==> src/rtl/vga_scan_controller.sv <==
// vga_scan_controller
//
// Generates VGA raster timing (640x480@60 Hz by default) for the 2048 display.
// Also runs the START/PLAY/OVER screen-mode machine and the text blink phase.
// The scan coordinates go out combinationally to a purely combinational video
// generator. The colour it returns is registered together with the matching
// sync and blank signals, so every pin output lags x,y by exactly one clock.
//
// Ports
//   clk          pixel clock
//   rst          asynchronous, active-high reset
//   start_btn    asynchronous start button, active-high
//   game_over    game-over level, already synchronous to clk
//   r_in/g_in/b_in  colour from the video generator for the current x,y
//   x, y         current scan coordinates (blanking values are legal)
//   frame_start  high while the counters sit at (0,0)
//   screen       0=START, 1=PLAY, 2=OVER
//   blink        text blink phase
//   hsync/vsync  active-low sync, registered
//   blank_n      high in the active area, registered
//   r, g, b      registered colour, zero while blanked
module vga_scan_controller #(
  parameter int unsigned H_ACTIVE     = 640,
  parameter int unsigned H_FP         = 16,
  parameter int unsigned H_SYNC       = 96,
  parameter int unsigned H_BP         = 48,
  parameter int unsigned V_ACTIVE     = 480,
  parameter int unsigned V_FP         = 10,
  parameter int unsigned V_SYNC       = 2,
  parameter int unsigned V_BP         = 33,
  parameter int unsigned BLINK_FRAMES = 30
) (
  input  logic       clk,
  input  logic       rst,
  input  logic       start_btn,
  input  logic       game_over,
  input  logic [7:0] r_in,
  input  logic [7:0] g_in,
  input  logic [7:0] b_in,
  output logic [9:0] x,
  output logic [9:0] y,
  output logic       frame_start,
  output logic [1:0] screen,
  output logic       blink,
  output logic       hsync,
  output logic       vsync,
  output logic       blank_n,
  output logic [7:0] r,
  output logic [7:0] g,
  output logic [7:0] b
);

  localparam int unsigned H_TOTAL = H_ACTIVE + H_FP + H_SYNC + H_BP;
  localparam int unsigned V_TOTAL = V_ACTIVE + V_FP + V_SYNC + V_BP;

  localparam logic [9:0] H_LAST   = 10'(H_TOTAL - 1);
  localparam logic [9:0] V_LAST   = 10'(V_TOTAL - 1);
  localparam logic [9:0] H_ACT    = 10'(H_ACTIVE);
  localparam logic [9:0] V_ACT    = 10'(V_ACTIVE);
  localparam logic [9:0] HS_FIRST = 10'(H_ACTIVE + H_FP);
  localparam logic [9:0] HS_LAST  = 10'(H_ACTIVE + H_FP + H_SYNC - 1);
  localparam logic [9:0] VS_FIRST = 10'(V_ACTIVE + V_FP);
  localparam logic [9:0] VS_LAST  = 10'(V_ACTIVE + V_FP + V_SYNC - 1);

  // Frame counter must hold 0..BLINK_FRAMES-1; keep at least one bit.
  localparam int unsigned FW = (BLINK_FRAMES > 1) ? $clog2(BLINK_FRAMES) : 1;
  localparam logic [FW-1:0] BLINK_LAST = FW'(BLINK_FRAMES - 1);

  typedef enum logic [1:0] {
    StStart = 2'd0,
    StPlay  = 2'd1,
    StOver  = 2'd2
  } screen_e;

  // Scan counters
  logic [9:0] h_cnt_q, h_cnt_d;
  logic [9:0] v_cnt_q, v_cnt_d;
  logic       line_end;
  logic       frame_end;

  // Button path
  logic sync1_q, sync2_q, prev_q;
  logic start_pulse;
  logic pending_q, pending_d;

  // Screen machine and blink
  screen_e       screen_q, screen_d;
  logic [FW-1:0] frame_cnt_q, frame_cnt_d;
  logic          blink_q, blink_d;

  // Output stage
  logic       active;
  logic       hs_n, vs_n;
  logic       hsync_q, vsync_q, blank_n_q;
  logic [7:0] r_q, g_q, b_q;

  // frame_end marks the edge on which the counters wrap to (0,0); every
  // frame-rate decision is taken on that edge so it holds for a whole frame.
  assign line_end  = (h_cnt_q == H_LAST);
  assign frame_end = line_end && (v_cnt_q == V_LAST);

  always_comb begin
    h_cnt_d = line_end ? 10'd0 : h_cnt_q + 10'd1;
    v_cnt_d = v_cnt_q;
    if (line_end) begin
      v_cnt_d = (v_cnt_q == V_LAST) ? 10'd0 : v_cnt_q + 10'd1;
    end
  end

  assign active = (h_cnt_q < H_ACT) && (v_cnt_q < V_ACT);
  assign hs_n   = !((h_cnt_q >= HS_FIRST) && (h_cnt_q <= HS_LAST));
  assign vs_n   = !((v_cnt_q >= VS_FIRST) && (v_cnt_q <= VS_LAST));

  assign start_pulse = sync2_q & ~prev_q;

  // A pulse landing on the boundary edge is kept for the following boundary,
  // since the machine evaluates the old pending value on that edge.
  always_comb begin
    pending_d = pending_q | start_pulse;
    if (frame_end) begin
      pending_d = start_pulse;
    end
  end

  always_comb begin
    screen_d = screen_q;
    if (frame_end) begin
      case (screen_q)
        StStart: if (pending_q) screen_d = StPlay;
        StPlay:  if (game_over) screen_d = StOver;
        StOver:  if (pending_q) screen_d = StStart;
        default: screen_d = StStart;
      endcase
    end
  end

  // A screen change restarts the blink so new text always appears lit.
  always_comb begin
    frame_cnt_d = frame_cnt_q;
    blink_d     = blink_q;
    if (frame_end) begin
      if (screen_d != screen_q) begin
        frame_cnt_d = '0;
        blink_d     = 1'b1;
      end else if (frame_cnt_q == BLINK_LAST) begin
        frame_cnt_d = '0;
        blink_d     = ~blink_q;
      end else begin
        frame_cnt_d = frame_cnt_q + FW'(1);
      end
    end
  end

  always_ff @(posedge clk or posedge rst) begin
    if (rst) begin
      h_cnt_q     <= '0;
      v_cnt_q     <= '0;
      sync1_q     <= 1'b0;
      sync2_q     <= 1'b0;
      prev_q      <= 1'b0;
      pending_q   <= 1'b0;
      screen_q    <= StStart;
      frame_cnt_q <= '0;
      blink_q     <= 1'b1;
      hsync_q     <= 1'b1;
      vsync_q     <= 1'b1;
      blank_n_q   <= 1'b0;
      r_q         <= '0;
      g_q         <= '0;
      b_q         <= '0;
    end else begin
      h_cnt_q     <= h_cnt_d;
      v_cnt_q     <= v_cnt_d;
      sync1_q     <= start_btn;
      sync2_q     <= sync1_q;
      prev_q      <= sync2_q;
      pending_q   <= pending_d;
      screen_q    <= screen_d;
      frame_cnt_q <= frame_cnt_d;
      blink_q     <= blink_d;
      hsync_q     <= hs_n;
      vsync_q     <= vs_n;
      blank_n_q   <= active;
      r_q         <= active ? r_in : 8'd0;
      g_q         <= active ? g_in : 8'd0;
      b_q         <= active ? b_in : 8'd0;
    end
  end

  assign x           = h_cnt_q;
  assign y           = v_cnt_q;
  assign frame_start = (h_cnt_q == 10'd0) && (v_cnt_q == 10'd0);
  assign screen      = screen_q;
  assign blink       = blink_q;
  assign hsync       = hsync_q;
  assign vsync       = vsync_q;
  assign blank_n     = blank_n_q;
  assign r           = r_q;
  assign g           = g_q;
  assign b           = b_q;

endmodule

==> config.mk <==
export PLATFORM = sky130hd
export DESIGN_NAME = vga_scan_controller
export DESIGN_NICKNAME = d
export VERILOG_FILES = /design/src/rtl/vga_scan_controller.sv
export SDC_FILE = /design/constraint.sdc
export NUM_CORES = 1
export LEC_CHECK = 0
export ABC_CLOCK_PERIOD_IN_PS = 5500
export BUFFER_PORTS_ARGS = -buffer_cell sky130_fd_sc_hd__buf_2
export CAP_MARGIN = 20
export CELL_PAD_IN_SITES_DETAIL_PLACEMENT = 1
export CELL_PAD_IN_SITES_GLOBAL_PLACEMENT = 1
export CORE_MARGIN = 2
export CORE_UTILIZATION = 42
export CTS_CLUSTER_DIAMETER = 150
export CTS_CLUSTER_SIZE = 16
export DETAILED_ROUTE_END_ITERATION = 16
export GPL_TIMING_DRIVEN = 0
export PLACE_DENSITY = 0.94
export REMOVE_ABC_BUFFERS = 1
export SETUP_SLACK_MARGIN = 0.1
export SYNTH_ARGS = -nofsm -noshare
export SYNTH_HDL_FRONTEND = slang
export SYNTH_SLANG_ARGS = --single-unit
==> constraint.sdc <==
create_clock -name clk -period 5.5 [get_ports clk]
set_input_delay 1.1 -clock clk [delete_from_list [all_inputs] [get_ports clk]]
set_output_delay 1.1 -clock clk [all_outputs]
set_load 0.05 [all_outputs]
==> impl_metrics.ini, run 1 <==
[global_routing]
grt_first_pass_wirelength_um = 12100
grt_antenna_before_repair = 0
grt_max_degree = 31
grt_pass1_vias = 2283
track_usage_pct = 24.8
overflow = 0

[synthesis]
yosysWarnings = 0
synth_largest_area_cell = dfrtp_1
synth.avg_cell_area_um2 = 11.7
ys_types = 46
ys_top_cells_by_area = dfrtp_1 (54%), and2_1 (6.5%), dfstp_2 (3.0%), ha_1 (2.9%), xor2_1 (2.4%)
yosysSeqAreaShare_pct = 57.2
syn-instance-count = 221
ys_ff_latch = 59
synth.top_cell.area_share_pct = 54.2
synthesis.area_um2 = 2590

[setup_path]
worstPathCellList = inv_1 > ha_1 > nor4b_1 > nand4_1 > nor4_1 > buf_2
worstSetupPathType = flop to primary output
slowest_delay_ns = 0.43
cp.arrival_ns = 2.14
cpMaxStageDelayCell = dfrtp_1
crit_family = simple AND/OR/NAND/NOR gates
crit_required_ns = 4.40
endpoint_kind = primary output
worstPathMaxFanout = 6
crit_buf_inv = 2
setup.worst_path.start_class = flop

[final_layout]
drive_gt1_share_pct = 35.6
area_growth_syn_to_layout_pct = 25.8
multiInputGateArea_um2 = 1000
fillerInstances = 636
final_net_count = 338
n_antenna_cell = 0
regArea_um2 = 1480

[sta]
setup_tns_ns = 0
finalCritPeriodShare_pct = 58.9
max_freq_ghz = 0.308
relSlewSlack_pct = 49.6
whs_ns = 0.367
min_period_ns = 3.24
hold_viol = 0
slew_violations = 0
setup_viol = 0
clock_skew_ns = 0.00700
rsz0062_at_grt = false
tightest_slew_ns = 0.757

[power]
leakage_nw = 1.60
total_power_mw = 0.947
worst_ir_drop_vdd_uv = 195
power_density_nw_per_um2 = 291

[place]
io_buffers = 78
gp_congestion = 0.778
post-dp-hpwl_um = 4930

[flow_run]
max_cap_violations = 0

[clock_network]
holdBufCountCts = 0
clock_sinks = 59
clockBufferDepth = 2
cts_tree = done
cts_root_buffer = clkbuf_8
clk_latency_ns = 0.35
numCtsBuffers = 9
post_cts_resized = 0
post-cts-setup-buffers = 0
path_clk_slew_ns = 0.07
h-tree-depth = 3

[floorplanning]
initial_core_util_pct = 43.7
ios = 79
die_area_um2 = 6800
placementRows = 28
coreArea_um2 = 5920
dieWidth_um = 82.5
die_h_um = 82.5

[route]
dr_total_vias = 2106
first_pass_iters = 4
viasPerCell = 5.48
wl_um = 7600
post_drt_wl_per_cell_um = 19.8
ant_nets = 0
drtIter0Drc = 152
route.detailed.drc = 0

[run_status]
status = completed

[min_path]
hp-class = flop to flop
[placed cells by master (no fill, tap or decap), types with 2 or more instances in the layout]
| cell type | synthesis | final |
|---|---|---|
| nand2_1 | 6 | 6 |
| and3_1 | 5 | 5 |
| ha_1 | 6 | 6 |
| xnor2_1 | 4 | 4 |
| buf_2 | 2 | 78 |
| nor2_1 | 14 | 14 |
| a21oi_1 | 4 | 4 |
| and4_1 | 3 | 3 |
| clkbuf_8 | 0 | 12 |
| o21ai_0 | 8 | 8 |
| nor4_1 | 4 | 4 |
| nor2b_1 | 2 | 2 |
| o31ai_1 | 6 | 6 |
| inv_1 | 12 | 11 |
| or3_1 | 2 | 2 |
| o211ai_1 | 2 | 2 |
| xor2_1 | 7 | 7 |
| and2_1 | 27 | 27 |
| dfrtp_1 | 56 | 56 |
| clkinvlp_4 | 0 | 2 |
| dfstp_2 | 3 | 3 |
| o21a_1 | 2 | 2 |
| nor3_1 | 2 | 2 |
| a21o_1 | 3 | 3 |
| nand4_1 | 8 | 8 |
| a22o_1 | 2 | 2 |
| nand3_1 | 7 | 7 |
[state kept, by name (all words and copies together) (netlist names), 2 cells and up]
signal,flops
x,10
y,10
b,8
g,8
r,8
frame_cnt_q,5
screen,2
[kinds of logic after synthesis]
family / count (synthesis) / share of synthesized area [%]
compound gates: 32 / 8.95
xor+xnor: 11 / 3.72
fa+ha+maj: 6 / 2.90
buf+inv: 20 / 4.01
flops: 59 / 57.2
mux: 1 / 0.580
simple gates: 92 / 22.6
[synth_stat cells (all sizes together)]
| cell | number |
|---|---|
| nand2 | 7 |
| nor4 | 5 |
| mux2 | 1 |
| nand4b | 1 |
| nand4 | 9 |
| nor2b | 2 |
| a31oi | 1 |
| nand3b | 1 |
| ha | 6 |
| o21ai | 8 |
| buf | 5 |
| dfrtp | 56 |
| a21o | 3 |
| nor4b | 2 |
| and2 | 27 |
| dfstp | 3 |
| or3 | 2 |
| o31ai | 7 |
| and4 | 3 |
| nor3 | 3 |
| and3 | 5 |
| o21a | 2 |
| nor2 | 14 |
| xor2 | 7 |
| xnor2 | 4 |
| nand3 | 8 |
| o221ai | 1 |
| inv | 12 |
| clkbuf | 3 |
| or4b | 1 |
| or4 | 1 |
| a21oi | 4 |
| a22o | 2 |
| nor3b | 1 |
| o211ai | 3 |
| o41ai | 1 |
[power breakdown]
part	total [mW]	switching [mW]	internal (mW)	leakage [nW]
Combinational	0.0709	0.0523	0.0186	0.783
Clock	0.429	0.183	0.247	0.102
Sequential	0.447	0.00324	0.444	0.711
Total	0.947	0.238	0.709	1.60
[area by class of cell]
type	instances	area share, %
timing repair buffer	80	12.8
clock inverter	3	1.38
sequential	59	45.5
clock buffer	13	5.19
multi-input combinational	142	30.8
inverter	12	1.38
tap	75	2.88
[routing by layer]
layer | vias up | part of all wire (%) | global-route usage (%)
li1 | 940 | - | -
met1 | 1066 | 40 | 28.8
met2 | 85 | 52 | 43.4
met3 | 15 | 6.1 | 6.30
met4 | 0 | 2.2 | 11.0
met5 | - | 0 | 0
[path summary, 6_finish.rpt]
path / end / startpoint / cells past startpoint / slack, ns
max in group asynchronous: hsync$_DFF_PP1_ / rst / 3 / 4.00
worst min-delay path: sync2_q$_DFF_PP0_ / sync1_q$_DFF_PP0_ / 0 / 0.37
worst min register to register: sync2_q$_DFF_PP0_ / sync1_q$_DFF_PP0_ / 0 / 0.37
min in group asynchronous: r[7]$_DFF_PP0_ / rst / 2 / 0.84
worst max-delay path: frame_start / x[0]$_DFF_PP0_ / 6 / 2.26
worst max register to register: y[4]$_DFFE_PP0N_ / x[0]$_DFF_PP0_ / 5 / 3.22
[per-stage QoR]
stage | setup WS, ns | area [um2] | instances | utilization [%]
after floorplan | 1.73 | 2530 | 213 | -
after global placement | 2.28 | 3010 | 366 | 50.9
after detailed placement | 2.76 | 3030 | 367 | 51.2
after CTS | 2.27 | 3250 | 383 | 54.8
after global routing | 2.18 | 3250 | 384 | 55.0
final | 2.26 | 3250 | 384 | 55.0
No activity file was read; power rests on OpenSTA's default activity.
==> inputs of run 2 (changes only) <==
Settings changed: ABC_CLOCK_PERIOD_IN_PS 5500 to 3300, CORE_UTILIZATION 42 to 39, PLACE_DENSITY 0.94 to 0.88.
Clock period 5.5 ns to 3.3 ns, I/O delays scaled along.
==> run 2 against run 1 <==
Net effect: cell count down 0.26%; via count decreased by 4.2%; design area fell by 1.5%; utilization fell by 4.8 points; largest power group unchanged; power increased by 52%; non-clock buffer count is 1 lower; first-iteration DRC count decreased by 16%.
==> impl_metrics.ini, run 2 (same netlist as run 1, synthesis figures left out) <==
[final_layout]
final_area_um2 = 3200
n_antenna_cell = 0
final_net_count = 337
area_growth_syn_to_layout_pct = 23.8
layout_common_cells = buf_2 (78), dfrtp_1 (56), and2_1 (27)
drive_gt1_share_pct = 35.6
final_core_util_pct = 50.2
final_common_cell = buf_2

[sta]
slew_violations = 0
rsz0062_at_grt = false
min_period_ns = 2.65
whs_ns = 0.366
hold_viol = 0
setup_tns_ns = 0
relSlewSlack_pct = 50.4
tightest_slew_ns = 0.743
clock_skew_ns = 0.00659
setup_viol = 0
finalCritPeriodShare_pct = 80.3
max_freq_ghz = 0.378

[floorplanning]
coreArea_um2 = 6390
die_area_um2 = 7300
initial_core_util_pct = 40.5
die_h_um = 85.5
dieWidth_um = 85.5
ios = 79
placementRows = 29

[route]
ant_nets = 0
drtIter0Drc = 128
first_pass_iters = 4
dr_total_vias = 2018
post_drt_wl_per_cell_um = 17.2
viasPerCell = 5.27
wl_um = 6580
route.detailed.drc = 0

[setup_path]
worstSetupPathType = flop to primary output
regToRegSetupSlack_ns = 1.13
r2r_end = y[4]$_DFFE_PP0N_
crit_required_ns = 2.64
worstPathMaxFanout = 6
endpoint = frame_start
cp.arrival_ns = 1.99
worstSetupStartpoint = x[0]$_DFF_PP0_
endpoint_kind = primary output
reg2reg_depth = 4
r2r_start = x[5]$_DFF_PP0_
setup.worst_path.start_class = flop

[clock_network]
post_cts_resized = 0
holdBufCountCts = 0
clk_latency_ns = 0.34
clock_sinks = 59
clockBufferDepth = 2
h-tree-depth = 3
numCtsBuffers = 9
post-cts-setup-buffers = 0
cts_tree = done
cts_root_buffer = clkbuf_8
path_clk_slew_ns = 0.06

[flow_run]
max_cap_violations = 0

[place]
gp_congestion = 0.790
post-dp-hpwl_um = 4840
io_buffers = 78
place_area_um2 = 3040

[power]
power_density_nw_per_um2 = 448
leakage_nw = 1.58
worst_ir_drop_vdd_uv = 316

[global_routing]
track_usage_pct = 19.6
grt_pass1_vias = 2196
grt_antenna_before_repair = 0
grt_max_degree = 31
overflow = 0
grt_first_pass_wirelength_um = 11100

[run_status]
status = completed

[min_path]
hp-class = flop to flop
[run 2: cell types whose count changed in the layout (fill, tap and decap cells not counted), sizes merged]
cell,previous run,this run
clkinv,0,3
clkbuf,13,11
clkinvlp,2,0
buf,80,79
bufinv,1,0
[run 2: area by class of cell]
type	instances	area (um2)
clock buffer	11	151
clock inverter	3	15.0
fill	722	3180
inverter	12	45.0
multi-input combinational	142	1010
sequential	59	1480
tap	77	96.3
timing repair buffer	79	410
[run 2: per-stage QoR]
stage	worst slack (ns)	instances	total power, mW
2_1_floorplan	-0.0268	213	0.833
3_3_place_gp	0.494	368	0.868
3_5_place_dp	1.02	369	0.878
4_1_cts	0.641	383	1.45
5_1_grt	0.556	383	1.48
6_report	0.652	383	1.44
[run 2: how the worst min path moves through the flow]
stage                                 start           endpoint  slack (ns)  depth (start not counted)
after floorplan           sync1_q$_DFF_PP0_  sync2_q$_DFF_PP0_        0.33                          0
after global placement    sync1_q$_DFF_PP0_  sync2_q$_DFF_PP0_        0.33                          0
after detailed placement  sync1_q$_DFF_PP0_  sync2_q$_DFF_PP0_        0.35                          0
after CTS                 sync1_q$_DFF_PP0_  sync2_q$_DFF_PP0_        0.37                          0
after global routing      sync1_q$_DFF_PP0_  sync2_q$_DFF_PP0_        0.39                          0
final                     sync1_q$_DFF_PP0_  sync2_q$_DFF_PP0_        0.37                          0
[run 2: layer usage]
metal	wire [um]	share of wire (%)	global-route usage, %
met1	2790	42	25.0
met2	3190	49	30.8
met3	517	7.9	6.61
met4	74	1.1	8.23
met5	0	0	0
[run 2: report_power, final]
| group | internal (mW) | switching (mW) |
|---|---|---|
| clock | 0.301 | 0.273 |
| combinational | 0.0309 | 0.0859 |
| sequential | 0.740 | 0.00503 |
[run 2: worst max-delay path: stages (launching register included)]
cell and delay [ns]:
dfrtp_1 0.43, inv_1 0.08, ha_1 0.14, nor4b_1 0.28
nand4_1 0.18, nor4_1 0.23, buf_2 0.31
